$ cat config.mk
export PLATFORM = sky130hd
export DESIGN_NAME = alu_md_control_flat
export DESIGN_NICKNAME = d
export VERILOG_FILES = /design/src/rtl/alu_md_control_if.sv /design/src/rtl/alu_md_control.sv /design/src/flat_wrapper.sv
export SDC_FILE = /design/constraint.sdc
export NUM_CORES = 1
export LEC_CHECK = 0
export CORE_ASPECT_RATIO = 0.6
export CORE_MARGIN = 2
export CORE_UTILIZATION = 30
export CTS_CLUSTER_DIAMETER = 150
export DETAILED_ROUTE_END_ITERATION = 8
export RECOVER_POWER = 25
export SLEW_MARGIN = 20
export SYNTH_ARGS = -nofsm -noshare
export SYNTH_HDL_FRONTEND = slang
export SYNTH_SLANG_ARGS = --single-unit
$ cat constraint.sdc
create_clock -name clk -period 6.5 [get_ports clk]
set_clock_uncertainty 0.15 [all_clocks]
set_input_delay 0.65 -clock clk [delete_from_list [all_inputs] [get_ports clk]]
set_output_delay 0.65 -clock clk [all_outputs]
set_load 0.02 [all_outputs]
$ cat src/rtl/alu_md_control_if.sv
// Request/response bus between the EX stage and alu_md_control.
// The master side issues decode fields, operands and in_valid and takes results.
// The slave side (alu_md_control) returns the ALU op, the M-op result and the status flags.
interface alu_md_control_if #(
    parameter int XLEN     = 32,
    parameter int ALU_OP_W = 4
);
    logic [1:0]          ALUOp;
    logic [4:0]          instr;
    logic [XLEN-1:0]     rs1;
    logic [XLEN-1:0]     rs2;
    logic                in_valid;
    logic                in_ready;
    logic                out_valid;
    logic                out_ready;
    logic [ALU_OP_W-1:0] ALU_Operation;
    logic                md_sel;
    logic [XLEN-1:0]     result;
    logic                busy;

    modport master (
        output ALUOp, instr, rs1, rs2, in_valid, out_ready,
        input  in_ready, out_valid, ALU_Operation, md_sel, result, busy
    );

    modport slave (
        input  ALUOp, instr, rs1, rs2, in_valid, out_ready,
        output in_ready, out_valid, ALU_Operation, md_sel, result, busy
    );
endinterface

$ cat src/rtl/alu_md_control.sv
// alu_md_control: RV32I ALU-op decoder plus an iterative RV32M (MUL/DIV/REM) sequencer.
// The decoder is purely combinational. The sequencer runs one radix-2 step per cycle:
// shift-add for multiply and restoring division for divide, both on magnitudes,
// with the sign fixed up on the final step.
// Optional macro FLUSH_EN adds a flush input that returns the sequencer to IDLE.
//
// state | meaning
// ------+-------------------------------------------------------------
// IDLE  | ready for a request; in_ready=1
// CALC  | iterating, one step per cycle, XLEN steps in total
// DONE  | result valid, held until out_ready
module alu_md_control #(
    parameter int XLEN     = 32,
    parameter int ALU_OP_W = 4
) (
    input  logic clk,
    input  logic n_rst,
`ifdef FLUSH_EN
    input  logic flush,
`endif
    alu_md_control_if.slave bus
);

    localparam int CNT_W = $clog2(XLEN + 1);

    localparam logic [ALU_OP_W-1:0] OP_AND  = ALU_OP_W'(4'b0000);
    localparam logic [ALU_OP_W-1:0] OP_OR   = ALU_OP_W'(4'b0001);
    localparam logic [ALU_OP_W-1:0] OP_ADD  = ALU_OP_W'(4'b0010);
    localparam logic [ALU_OP_W-1:0] OP_XOR  = ALU_OP_W'(4'b0011);
    localparam logic [ALU_OP_W-1:0] OP_SLL  = ALU_OP_W'(4'b0100);
    localparam logic [ALU_OP_W-1:0] OP_SRL  = ALU_OP_W'(4'b0101);
    localparam logic [ALU_OP_W-1:0] OP_SUB  = ALU_OP_W'(4'b0110);
    localparam logic [ALU_OP_W-1:0] OP_SRA  = ALU_OP_W'(4'b0111);
    localparam logic [ALU_OP_W-1:0] OP_SLT  = ALU_OP_W'(4'b1000);
    localparam logic [ALU_OP_W-1:0] OP_SLTU = ALU_OP_W'(4'b1001);

    localparam logic [XLEN-1:0] MIN_VAL = {1'b1, {(XLEN-1){1'b0}}};

    typedef enum logic [1:0] {
        S_IDLE = 2'd0,
        S_CALC = 2'd1,
        S_DONE = 2'd2
    } state_t;

    state_t              state, state_nxt;
    logic [CNT_W-1:0]    count_q;
    logic [2:0]          op_q;
    logic                s1_q, s2_q;
    logic [2*XLEN-1:0]   acc_q;
    logic [XLEN-1:0]     opnd_q;
    logic [XLEN-1:0]     result_q;

    logic [2:0]          funct3;
    logic                i30;
    logic                md_sel_c;
    logic [ALU_OP_W-1:0] alu_op;
    logic                accept;
    logic                flush_c;
    logic                last_step;

`ifdef FLUSH_EN
    assign flush_c = flush;
`else
    assign flush_c = 1'b0;
`endif

    assign funct3   = bus.instr[2:0];
    assign i30      = bus.instr[4];
    assign md_sel_c = (bus.ALUOp == 2'b10) & bus.instr[3];

    // Main-ALU operation decode; M-ops report ADD since the ALU result is unused.
    always_comb begin
        alu_op = OP_ADD;
        case (bus.ALUOp)
            2'b00: alu_op = OP_ADD;
            2'b01: alu_op = OP_SUB;
            default: begin
                case (funct3)
                    3'b000: alu_op = ((bus.ALUOp == 2'b10) && i30) ? OP_SUB : OP_ADD;
                    3'b001: alu_op = OP_SLL;
                    3'b010: alu_op = OP_SLT;
                    3'b011: alu_op = OP_SLTU;
                    3'b100: alu_op = OP_XOR;
                    3'b101: alu_op = i30 ? OP_SRA : OP_SRL;
                    3'b110: alu_op = OP_OR;
                    default: alu_op = OP_AND;
                endcase
            end
        endcase
        if (md_sel_c) begin
            alu_op = OP_ADD;
        end
    end

    assign bus.ALU_Operation = alu_op;
    assign bus.md_sel        = md_sel_c;

    assign accept    = bus.in_valid & (state == S_IDLE) & md_sel_c;
    assign last_step = (count_q == CNT_W'(XLEN - 1));

    // Operand conditioning at accept: signedness per op, magnitudes, fast-path detection.
    logic            sgn1_en, sgn2_en;
    logic            neg1, neg2;
    logic [XLEN-1:0] mag1, mag2;
    logic            is_div, div_zero, div_ovf, fast;
    logic [XLEN-1:0] fast_res;

    // Decide per-op operand signedness and precompute divide corner cases.
    always_comb begin
        sgn1_en = 1'b0;
        sgn2_en = 1'b0;
        case (funct3)
            3'b000, 3'b001, 3'b100, 3'b110: begin
                sgn1_en = 1'b1;
                sgn2_en = 1'b1;
            end
            3'b010: sgn1_en = 1'b1;
            default: begin
                sgn1_en = 1'b0;
                sgn2_en = 1'b0;
            end
        endcase
        neg1     = sgn1_en & bus.rs1[XLEN-1];
        neg2     = sgn2_en & bus.rs2[XLEN-1];
        mag1     = neg1 ? -bus.rs1 : bus.rs1;
        mag2     = neg2 ? -bus.rs2 : bus.rs2;
        is_div   = funct3[2];
        div_zero = is_div & (bus.rs2 == '0);
        div_ovf  = is_div & ~funct3[0] & (bus.rs1 == MIN_VAL) & (bus.rs2 == '1);
        fast     = div_zero | div_ovf;
        fast_res = '0;
        if (div_zero) begin
            fast_res = funct3[1] ? bus.rs1 : '1;
        end else if (div_ovf) begin
            fast_res = funct3[1] ? '0 : MIN_VAL;
        end
    end

    // One radix-2 step and the sign-corrected result of the final step.
    logic [XLEN-1:0]   acc_hi, acc_lo;
    logic [XLEN:0]     mul_sum, div_sh, div_diff;
    logic              div_ge;
    logic [2*XLEN-1:0] acc_step, prod_fix;
    logic [XLEN-1:0]   quo_fix, rem_fix;
    logic [XLEN-1:0]   fin_res;

    // The borrow out of the trial subtraction decides each quotient bit.
    always_comb begin
        acc_hi   = acc_q[2*XLEN-1:XLEN];
        acc_lo   = acc_q[XLEN-1:0];
        mul_sum  = {1'b0, acc_hi} + (acc_lo[0] ? {1'b0, opnd_q} : '0);
        div_sh   = {acc_hi, acc_lo[XLEN-1]};
        div_diff = div_sh - {1'b0, opnd_q};
        div_ge   = ~div_diff[XLEN];
        if (op_q[2]) begin
            acc_step = {(div_ge ? div_diff[XLEN-1:0] : div_sh[XLEN-1:0]),
                        acc_lo[XLEN-2:0], div_ge};
        end else begin
            acc_step = {mul_sum, acc_lo[XLEN-1:1]};
        end
        prod_fix = (s1_q ^ s2_q) ? -acc_step : acc_step;
        quo_fix  = (s1_q ^ s2_q) ? -acc_step[XLEN-1:0] : acc_step[XLEN-1:0];
        rem_fix  = s1_q ? -acc_step[2*XLEN-1:XLEN] : acc_step[2*XLEN-1:XLEN];
        case (op_q)
            3'b000:          fin_res = prod_fix[XLEN-1:0];
            3'b001, 3'b010,
            3'b011:          fin_res = prod_fix[2*XLEN-1:XLEN];
            3'b100, 3'b101:  fin_res = quo_fix;
            default:         fin_res = rem_fix;
        endcase
    end

    // State register.
    always_ff @(posedge clk or negedge n_rst) begin
        if (!n_rst) begin
            state <= S_IDLE;
        end else begin
            state <= state_nxt;
        end
    end

    // Next-state logic; flush overrides everything, including a same-cycle accept.
    always_comb begin
        state_nxt = state;
        case (state)
            S_IDLE: if (accept) state_nxt = fast ? S_DONE : S_CALC;
            S_CALC: if (last_step) state_nxt = S_DONE;
            S_DONE: if (bus.out_ready) state_nxt = S_IDLE;
            default: state_nxt = S_IDLE;
        endcase
        if (flush_c) begin
            state_nxt = S_IDLE;
        end
    end

    // Datapath: latch magnitudes/signs on accept, step in CALC, capture the result.
    always_ff @(posedge clk or negedge n_rst) begin
        if (!n_rst) begin
            count_q  <= '0;
            op_q     <= '0;
            s1_q     <= 1'b0;
            s2_q     <= 1'b0;
            acc_q    <= '0;
            opnd_q   <= '0;
            result_q <= '0;
        end else if (flush_c) begin
            count_q <= '0;
        end else begin
            case (state)
                S_IDLE: begin
                    if (accept) begin
                        op_q    <= funct3;
                        s1_q    <= neg1;
                        s2_q    <= neg2;
                        count_q <= '0;
                        if (is_div) begin
                            acc_q  <= {{XLEN{1'b0}}, mag1};
                            opnd_q <= mag2;
                        end else begin
                            acc_q  <= {{XLEN{1'b0}}, mag2};
                            opnd_q <= mag1;
                        end
                        if (fast) begin
                            result_q <= fast_res;
                        end
                    end
                end
                S_CALC: begin
                    acc_q   <= acc_step;
                    count_q <= count_q + CNT_W'(1);
                    if (last_step) begin
                        result_q <= fin_res;
                    end
                end
                default: ;
            endcase
        end
    end

    assign bus.in_ready  = (state == S_IDLE);
    assign bus.out_valid = (state == S_DONE);
    assign bus.busy      = (state != S_IDLE);
    assign bus.result    = result_q;

endmodule
$ cat src/flat_wrapper.sv
// flat-port wrapper written by rule: the top's interface ports become plain ports
module alu_md_control_flat 
#(
    parameter int XLEN     = 32,
    parameter int ALU_OP_W = 4
)
  (clk, n_rst, bus_ALUOp, bus_instr, bus_rs1, bus_rs2, bus_in_valid, bus_out_ready, bus_in_ready, bus_out_valid, bus_ALU_Operation, bus_md_sel, bus_result, bus_busy);
  alu_md_control_if #(.XLEN(XLEN), .ALU_OP_W(ALU_OP_W)) bus_i ();
  input  logic clk;
  input  logic n_rst;
  input wire logic [$bits(bus_i.ALUOp)-1:0] bus_ALUOp;
  input wire logic [$bits(bus_i.instr)-1:0] bus_instr;
  input wire logic [$bits(bus_i.rs1)-1:0] bus_rs1;
  input wire logic [$bits(bus_i.rs2)-1:0] bus_rs2;
  input wire logic [$bits(bus_i.in_valid)-1:0] bus_in_valid;
  input wire logic [$bits(bus_i.out_ready)-1:0] bus_out_ready;
  output wire logic [$bits(bus_i.in_ready)-1:0] bus_in_ready;
  output wire logic [$bits(bus_i.out_valid)-1:0] bus_out_valid;
  output wire logic [$bits(bus_i.ALU_Operation)-1:0] bus_ALU_Operation;
  output wire logic [$bits(bus_i.md_sel)-1:0] bus_md_sel;
  output wire logic [$bits(bus_i.result)-1:0] bus_result;
  output wire logic [$bits(bus_i.busy)-1:0] bus_busy;
  assign bus_i.ALUOp = bus_ALUOp;
  assign bus_i.instr = bus_instr;
  assign bus_i.rs1 = bus_rs1;
  assign bus_i.rs2 = bus_rs2;
  assign bus_i.in_valid = bus_in_valid;
  assign bus_i.out_ready = bus_out_ready;
  assign bus_in_ready = bus_i.in_ready;
  assign bus_out_valid = bus_i.out_valid;
  assign bus_ALU_Operation = bus_i.ALU_Operation;
  assign bus_md_sel = bus_i.md_sel;
  assign bus_result = bus_i.result;
  assign bus_busy = bus_i.busy;
  alu_md_control #(.XLEN(XLEN), .ALU_OP_W(ALU_OP_W)) u_core (.clk(clk), .n_rst(n_rst), .bus(bus_i));
endmodule
### Word level (Yosys, flattened, before mapping)

Index checks and enable logic that the tools add are counted.
Widths: inputs -> output; s select.

* register bits after elaboration: 141
* bits of input ports: 75
* output and inout port bits: 40

* $add $sub $neg: 8
* eq/ne operators: 22
* muxes and demuxes: 35
* bitwise gates (word level): 13
* reductions and logical operators: 16

Operators by type and width (number)
* $mux 32: 15
* $mux 64: 3
* $neg 32->32: 4
* $pmux 64 s2: 1
* $pmux 32 s3: 1
* $eq 32x32->1 const B: 2
* $neg 64->64: 1
* $pmux 32 s2: 1
* $add 32x33->33: 1
* $sub 33x32->33: 1
* $logic_not 32->1: 1
* $pmux 4 s7: 1
* $eq 3x3->1 const B: 5
* $eq 3x2->1 const B: 4
* $pmux 6 s2: 1
* $mux 2: 5
* $and 1x1->1: 9
* $pmux 4 s2: 1
* $add 6x1->6 const B: 1
* $eq 3x1->1 const B: 2
* $eq 6x5->1 const B: 1
* $logic_not 3->1: 2
* $mux 6: 1
* $ne 2x1->1 const B: 3
* other kinds (20): 27

### Logic depth before layout (Yosys ltp)

Gate-level depths: netlist of the first run.

* word-level depth: 9
* mapped depth: 27
* depth with buffers taken out: 24

### Worst setup path before layout of the first run

No wires, ideal clock.

* kind: register -> register
* from: register u_core.acc_q[31]
* to: register u_core.result_q[26], in the netlist u_core.bus.result[26]
* setup time: 0.142 ns
* arrival: 5.074 ns
* data required time: 6.208 ns
* setup slack: 1.134 ns
* stages on the path, launching flop included: 24
* cells stage by stage: dfrtp_1 clkbuf_1 inv_1 ha_1 inv_1 fa_1 a211oi_2 o211ai_2 a221oi_4 a211oi_4 o211ai_2 nand2_1 buf_2 clkbuf_1 o211ai_1 a21boi_1 ha_1 nor4b_4 nand4_2 o31ai_1 xor2_1 o221ai_1 o211ai_1 a31oi_1

* cells in the longest elaborated chain, start to end: 8
* elaborated cells on any way between the ends: 13

RTL lines
* start, declared: RTL line alu_md_control.sv:49 `logic [2*XLEN-1:0] acc_q;`
* start signal, assigned: RTL line alu_md_control.sv:217 `acc_q <= {{XLEN{1'b0}}, mag1};`
* start signal, assigned: RTL line alu_md_control.sv:220 `acc_q <= {{XLEN{1'b0}}, mag2};`
* start signal, assigned: RTL line alu_md_control.sv:229 `acc_q <= acc_step;`
* $sub 33x32->33: RTL line alu_md_control.sv:153 `div_diff = div_sh - {1'b0, opnd_q};`
* $mux 32 or $not 1->1 (tied branches): RTL line alu_md_control.sv:156, alu_md_control.sv:154
* $mux 64 *: RTL line alu_md_control.sv:155 `if (op_q[2]) begin`
* $neg 64->64 (tied with other cells): RTL line alu_md_control.sv:161 `prod_fix = (s1_q ^ s2_q) ? -acc_step : acc_step;`
* $mux 64 (tied with other cells): RTL line alu_md_control.sv:161
* $pmux 32 s3 *: RTL line alu_md_control.sv:164 `case (op_q)`
* $mux 32 *: RTL line alu_md_control.sv:231 `if (last_step) begin`
* $pmux 32 s2 *: RTL line alu_md_control.sv:209 `case (state)`
* end signal, assigned: RTL line alu_md_control.sv:224 `result_q <= fast_res;`
* end signal, assigned: RTL line alu_md_control.sv:232 `result_q <= fin_res;`
* end, declared: RTL line alu_md_control.sv:51 `logic [XLEN-1:0] result_q;`

Every way passes the cells marked *; elsewhere a longest branch is shown, timed or not. The select of a mux whose other input is x is not followed.
A chain may end at the register's enable or synchronous reset.

### Worst setup path in the final report of the first run

* from: register u_core.acc_q[0]
* to: register u_core.result_q[28], in the netlist u_core.bus.result[28]

* cells in the longest elaborated chain, start to end: 8
* elaborated cells on any way between the ends: 12

RTL lines
* $mux 32: RTL line alu_md_control.sv:151 `mul_sum = {1'b0, acc_hi} + (acc_lo[0] ? {1'b0, opnd_q} : '0);`
* $add 32x33->33: RTL line alu_md_control.sv:151
* $mux 64 *: RTL line alu_md_control.sv:155
* $neg 64->64 or $neg 32->32 (tied branches): RTL line alu_md_control.sv:161, alu_md_control.sv:163
* $mux 64 or $mux 32 (tied branches): RTL line alu_md_control.sv:161, alu_md_control.sv:163
* $pmux 32 s3 *: RTL line alu_md_control.sv:164
* $mux 32 *: RTL line alu_md_control.sv:231
* $pmux 32 s2 *: RTL line alu_md_control.sv:209

Marked as above.

==> flow_summary.yaml, run 1 <==
sta:
  tightest_slew_ps: 1180
  rsz0062_at_grt: "no"
  fmax_mhz: 164
  fin_crit_sh_pct: 93.9
  setup_viol: 0
  finalSetupTns_ps: 0
  maxSlewHeadroom_pct: 21.0
  slew_viol_final: 0
  hold_viol: 0
  finalCriticalPeriod_ps: 6100
drt:
  drtIter0Drc: 2617
  drc: 0
  routedWlPerCell_um: 24.6
  first_pass_iters: 5
  viasPerCell: 6.08
  antenna_left: 0
  routed_wl_um: 72200
  num_vias: 17834
clock_tree:
  postCtsHoldBufs: 0
  clock_sinks: 141
  cts.clk_slew.worst_paths_ps: 70
  clk_latency_ps: 470
  root_buffer: "clkbuf_16"
  cts_resized: 0
  cts_tree: "built"
  htree_num_levels: 4
  post_cts_buffers: 0
  clk_path_buf_depth: 2
  cts_made_buffers: 17
floorplan:
  row_count: 65
  core_um2: 52200
  die_w_um: 300
  dieHeight_um: 182
  dieArea_um2: 54500
  initial_core_util_pct: 30.2
  ios: 115
pwr:
  switching_share_pct: 56.5
  powerDensity_nw_per_um2: 691
  power_frac_comb_pct: 76.8
  p_seq_share_pct: 14.3
  p_leak_nw: 7.38
  ir_drop_v: 0.000342
  p_clk_share_pct: 8.9
  intPower_mw: 5.58
  p_sw_mw: 7.26
setup_path:
  cp_slowest_cell: "nor3_1"
  cp_data_required_time_ps: 6700
  max_stage_delay_ps: 780
  critPathBufInv: 3
  timing.rr.end: "u_core.bus.result[28]$_DFFE_PN0P_"
  startpoint_type: "flip-flop"
  crit_type: "flip-flop to flip-flop"
  cp_data_arrival_time_ps: 6300
  r2r_start: "u_core.acc_q[0]$_DFFE_PN0P_"
  cp_top_family: "simple AND/OR/NAND/NOR gates"
  cp.depth: 19
  r2r_setup_slack_ps: 400
  crit_end: "u_core.bus.result[28]$_DFFE_PN0P_"
  cp_common_cell: "buf_4"
  r2r_cells: 19
  endpoint_kind: "flip-flop"
  critical_path.startpoint: "u_core.acc_q[0]$_DFFE_PN0P_"
  crit_chain: "buf_4 -> and2_1 -> ha_1 -> nand4_1 -> nor3_1 -> nand2_1 -> a211oi_1 -> buf_4 -> o21a_1 -> nor3_1 -> a211oi_1 -> buf_4 -> and2_1 -> nand3_1 -> nor4_1 -> a21oi_1 -> xnor2_1 -> a221oi_1 -> o21ai_0"
  worstPathMaxFanout: 21
synth:
  syn_inst: 2136
  ys_seq_elements: 141
  synth_top_area_share_pct: 22.4
  synth_top_cells_by_count: "237 x nand2_1, 218 x o21ai_0, 172 x nor2_1, 162 x a21oi_1, 141 x dfrtp_1"
  yosysWarnings: 0
  synthesis.nets: 2283
  yosys.area.top_type: "dfrtp_1"
  ys_types: 94
  synthMostInstantiatedCell: "nand2_1"
  synth_area_per_cell_um2: 7.38
  synth-main-ff-cell: "dfrtp_1"
  synth_edf_count: 0
  syn_area_um2: 15800
  synth_area_leaders: "dfrtp_1 22%, o21ai_0 6.9%, xnor2_1 5.8%, nand2_1 5.6%, ha_1 5.6%"
  yosysSeqAreaShare_pct: 22.4
  synthArstFlopShare_pct: 100
final_layout:
  syn_to_final_growth_pct: 17.9
  fin_nets: 2366
  antennaDiodeCount: 0
  stdcell_area_um2: 18600
  drive_gt1_share_pct: 7.93
global_routing:
  grt_overflow: 0
  grt_pass1_wl_um: 107000
  grt_max_degree: 113
  antenna_found_initial: 4
  grt_usage_pct: 26.1
  grt_pass1_vias: 16082
place:
  portBuffers: 114
  dp_hpwl_um: 57200
  gp_congestion: 1.03
  placed_area_um2: 17900
hold_path:
  hold_path_class: "input pin to async pin"
run:
  cap_violations: 0
status:
  status: "complete, no violations"
[metrics by stage]
step           std cells  util, %  hold WS [ps]  power [mW]  worst slack, ps
2_1_floorplan       2136        -           204        8.00             1130
3_3_place_gp        2903     34.4           322        11.2              736
3_5_place_dp        2903     34.4           335        11.3              684
4_1_cts             2935     35.6           176        12.5              662
5_1_grt             2935     35.6           150        13.7             49.0
6_report            2935     35.6          86.9        12.8              396
[metal layers]
metal,vias up,share of wire [%],GRT usage (%)
li1,8021,-,-
met1,8671,48,41.7
met2,1058,36,31.8
met3,76,14,9.39
met4,8,1.3,4.90
met5,-,0.066,0
[kinds of logic (layout without fill, tap and decap cells)]
| group | count (synthesis) | count (layout) | synth area share [%] |
|---|---|---|---|
| compound gates | 745 | 745 | 30.5 |
| xor+xnor | 189 | 189 | 10.5 |
| fa+ha+maj | 72 | 72 | 5.81 |
| buf+inv | 210 | 306 | 5.18 |
| flops | 141 | 141 | 22.4 |
| mux | 50 | 50 | 3.25 |
| simple gates | 729 | 729 | 22.4 |
[state kept, by name, indices dropped and copies added (netlist names)]
name	count
u_core.s1_q	1
u_core.op_q	3
u_core.bus.result	32
u_core.state	2
u_core.acc_q	64
u_core.s2_q	1
u_core.count_q	6
u_core.opnd_q	32
[cells in the final DEF (no fill, tap or decap), drive strengths merged, types with 70 or more instances in the layout]
cell type,netlist,layout
a21oi,163,163
clkdlybuf4s50,0,112
inv,80,83
dfrtp,141,141
ha,70,70
xor2,85,85
xnor2,104,104
o21ai,230,230
nor2,173,173
buf,30,82
nand2,237,237
[power by group through the flow]
stage	clock, mW	combinational [mW]	sequential [mW]
3_3_place_gp	0	9.43	1.81
3_5_place_dp	0	9.49	1.83
2_1_floorplan	0	6.32	1.69
4_1_cts	1.15	9.53	1.82
5_1_grt	1.18	10.6	1.88
6_report	1.14	9.86	1.84
[how the worst min path moves through the flow]
stage | from | end | depth (start not counted)
2_1_floorplan | n_rst | u_core.acc_q[0]$_DFFE_PN0P_ | 0
3_3_place_gp | u_core.count_q[5]$_DFFE_PN0P_ | u_core.count_q[5]$_DFFE_PN0P_ | 1
3_5_place_dp | u_core.bus.result[23]$_DFFE_PN0P_ | u_core.bus.result[23]$_DFFE_PN0P_ | 2
4_1_cts | n_rst | u_core.opnd_q[4]$_DFFE_PN0P_ | 1
5_1_grt | n_rst | u_core.acc_q[4]$_DFFE_PN0P_ | 1
6_report | n_rst | u_core.bus.result[1]$_DFFE_PN0P_ | 1
[layout make-up]
| type | count | area (um2) |
|---|---|---|
| fillers | 5493 | 33600 |
| multi-input cells | 1785 | 11500 |
| flip-flops and latches | 141 | 3530 |
| repair buffers | 194 | 1750 |
| well taps | 703 | 880 |
| clock buffers | 19 | 453 |
| inverters | 80 | 300 |
| clock inverters | 13 | 186 |
No activity file was read; power rests on OpenSTA's default activity.
==> inputs of run 2 (changes only) <==
Settings changed: CORE_ASPECT_RATIO 0.6 to 1.2.
==> flow_summary.yaml, run 2 (synthesis gave the netlist of run 1 again) <==
status:
  status: "complete, no violations"
final_layout:
  postLayoutCoreUtil_pct: 35.2
  final_cells: 2916
  largest_register_ffs: 64
  antennaDiodeCount: 0
  layout_common_cells: "237 x nand2_1, 218 x o21ai_0, 171 x nor2_1, 162 x a21oi_1, 140 x dfrtp_1"
  final_common_cell: "nand2_1"
  largest_register: "u_core.acc_q"
  fin_nets: 2345
  drive_gt1_share_pct: 6.83
  syn_to_final_growth_pct: 16.6
  fillCellCount: 5614
floorplan:
  dieHeight_um: 255
  initial_core_util_pct: 30.2
  dieArea_um2: 54400
  ios: 115
  die_w_um: 213
  row_count: 92
  core_um2: 52300
clock_tree:
  cts_resized: 0
  cts_tree: "built"
  clock_sinks: 141
  clk_path_buf_depth: 2
  htree_num_levels: 4
  cts.clk_slew.worst_paths_ps: 60
  clk_latency_ps: 460
  root_buffer: "clkbuf_16"
  postCtsHoldBufs: 0
  post_cts_buffers: 0
  cts_made_buffers: 17
setup_path:
  cp_slowest_cell: "nor4_1"
  worstPathMaxFanout: 6
  endpoint_kind: "flip-flop"
  cp_data_arrival_time_ps: 6360
  cp_top_family: "simple AND/OR/NAND/NOR gates"
  critPathBufInv: 1
  max_stage_delay_ps: 930
  cp_data_required_time_ps: 6660
  crit_type: "input pin to flip-flop"
  crit_chain: "clkdlybuf4s50_1 -> or4_1 -> or3_1 -> nor3_1 -> and3_1 -> nand2_1 -> nor4_1 -> or2_1 -> a31oi_1 -> or3_1 -> a21oi_1 -> o21ai_0 -> a221oi_1 -> nor3_1"
  startpoint_type: "input pin"
hold_path:
  hold_path_class: "input pin to async pin"
run:
  cap_violations: 0
global_routing:
  grt_pass1_vias: 16622
  antenna_found_initial: 0
  grt_usage_pct: 25.2
  grt_max_degree: 101
  grt_pass1_wl_um: 103000
  grt_overflow: 0
sta:
  tightest_slew_ps: 1120
  rsz0062_at_grt: "no"
  hold_viol: 0
  setup_viol: 0
  finalCriticalPeriod_ps: 6190
  slew_viol_final: 0
  fin_crit_sh_pct: 95.2
  timing.final.ws_setup_ps: 309
  fmax_mhz: 162
  hold_ws_ps: 164
  maxSlewHeadroom_pct: 25.5
place:
  gp_congestion: 0.982
  pre_cts_ws_ps: -42.5
  dp_hpwl_um: 54000
  portBuffers: 114
  placed_cells: 2884
pwr:
  powerDensity_nw_per_um2: 682
  p_leak_nw: 7.26
  ir_drop_v: 0.000279
  p_total_mw: 12.5
drt:
  viasPerCell: 5.96
  drtIter0Drc: 1697
  routedWlPerCell_um: 23.7
  antenna_left: 0
  drc: 0
  num_vias: 17377
  first_pass_iters: 6
  routed_wl_um: 69000
[run 2: report_power, final]
group	internal (mW)	switching [mW]
registers	1.29	0.576
clock network	0.652	0.425
logic	3.55	6.04
[run 2: layer usage]
metal  track usage [%]  routed length [um]  up-vias
met4              15.8                4640        0
li1                  -                   -     7986
met3              3.42                4720      180
met1              31.0               27200     8436
met2              41.4               32400      775
met5                 0                   0        -
[run 2: metrics by stage]
step	cell area, um2	TNS [ps]
2_1_floorplan	15800	0
3_3_place_gp	17800	-30.7
3_5_place_dp	17800	-42.5
4_1_cts	18400	0
5_1_grt	18400	0
6_report	18400	0
[run 2: final timing paths]
path	endpoint	slack [ps]	depth (start not counted)	from
min	u_core.count_q[3]$_DFFE_PN0P_	160	1	n_rst
max reg2reg	u_core.bus.result[30]$_DFFE_PN0P_	760	19	u_core.acc_q[31]$_DFFE_PN0P_
max in group asynchronous	u_core.opnd_q[6]$_DFFE_PN0P_	4690	2	n_rst
min in group clk	u_core.count_q[5]$_DFFE_PN0P_	340	1	u_core.count_q[5]$_DFFE_PN0P_
min reg2reg	u_core.count_q[5]$_DFFE_PN0P_	340	1	u_core.count_q[5]$_DFFE_PN0P_
max	u_core.bus.result[17]$_DFFE_PN0P_	310	14	bus_rs1[6]
[run 2: cell type report]
class                           instances  area, um2  area share (%)
Clock buffer                           22        454            2.47
Clock inverter                         10        164           0.891
Inverter                               80        300            1.63
Multi-Input combinational cell       1785      11500            62.4
Sequential cell                       141       3530            19.2
Tap cell                              705        882            4.80
Timing Repair Buffer                  173       1580            8.61
==> inputs of run 3 (changes only) <==
Settings changed: ABC_CLOCK_PERIOD_IN_PS set to 6500.
==> results of run 3 <==
The final DEF is identical to that of run 2; final timing and power are the same.
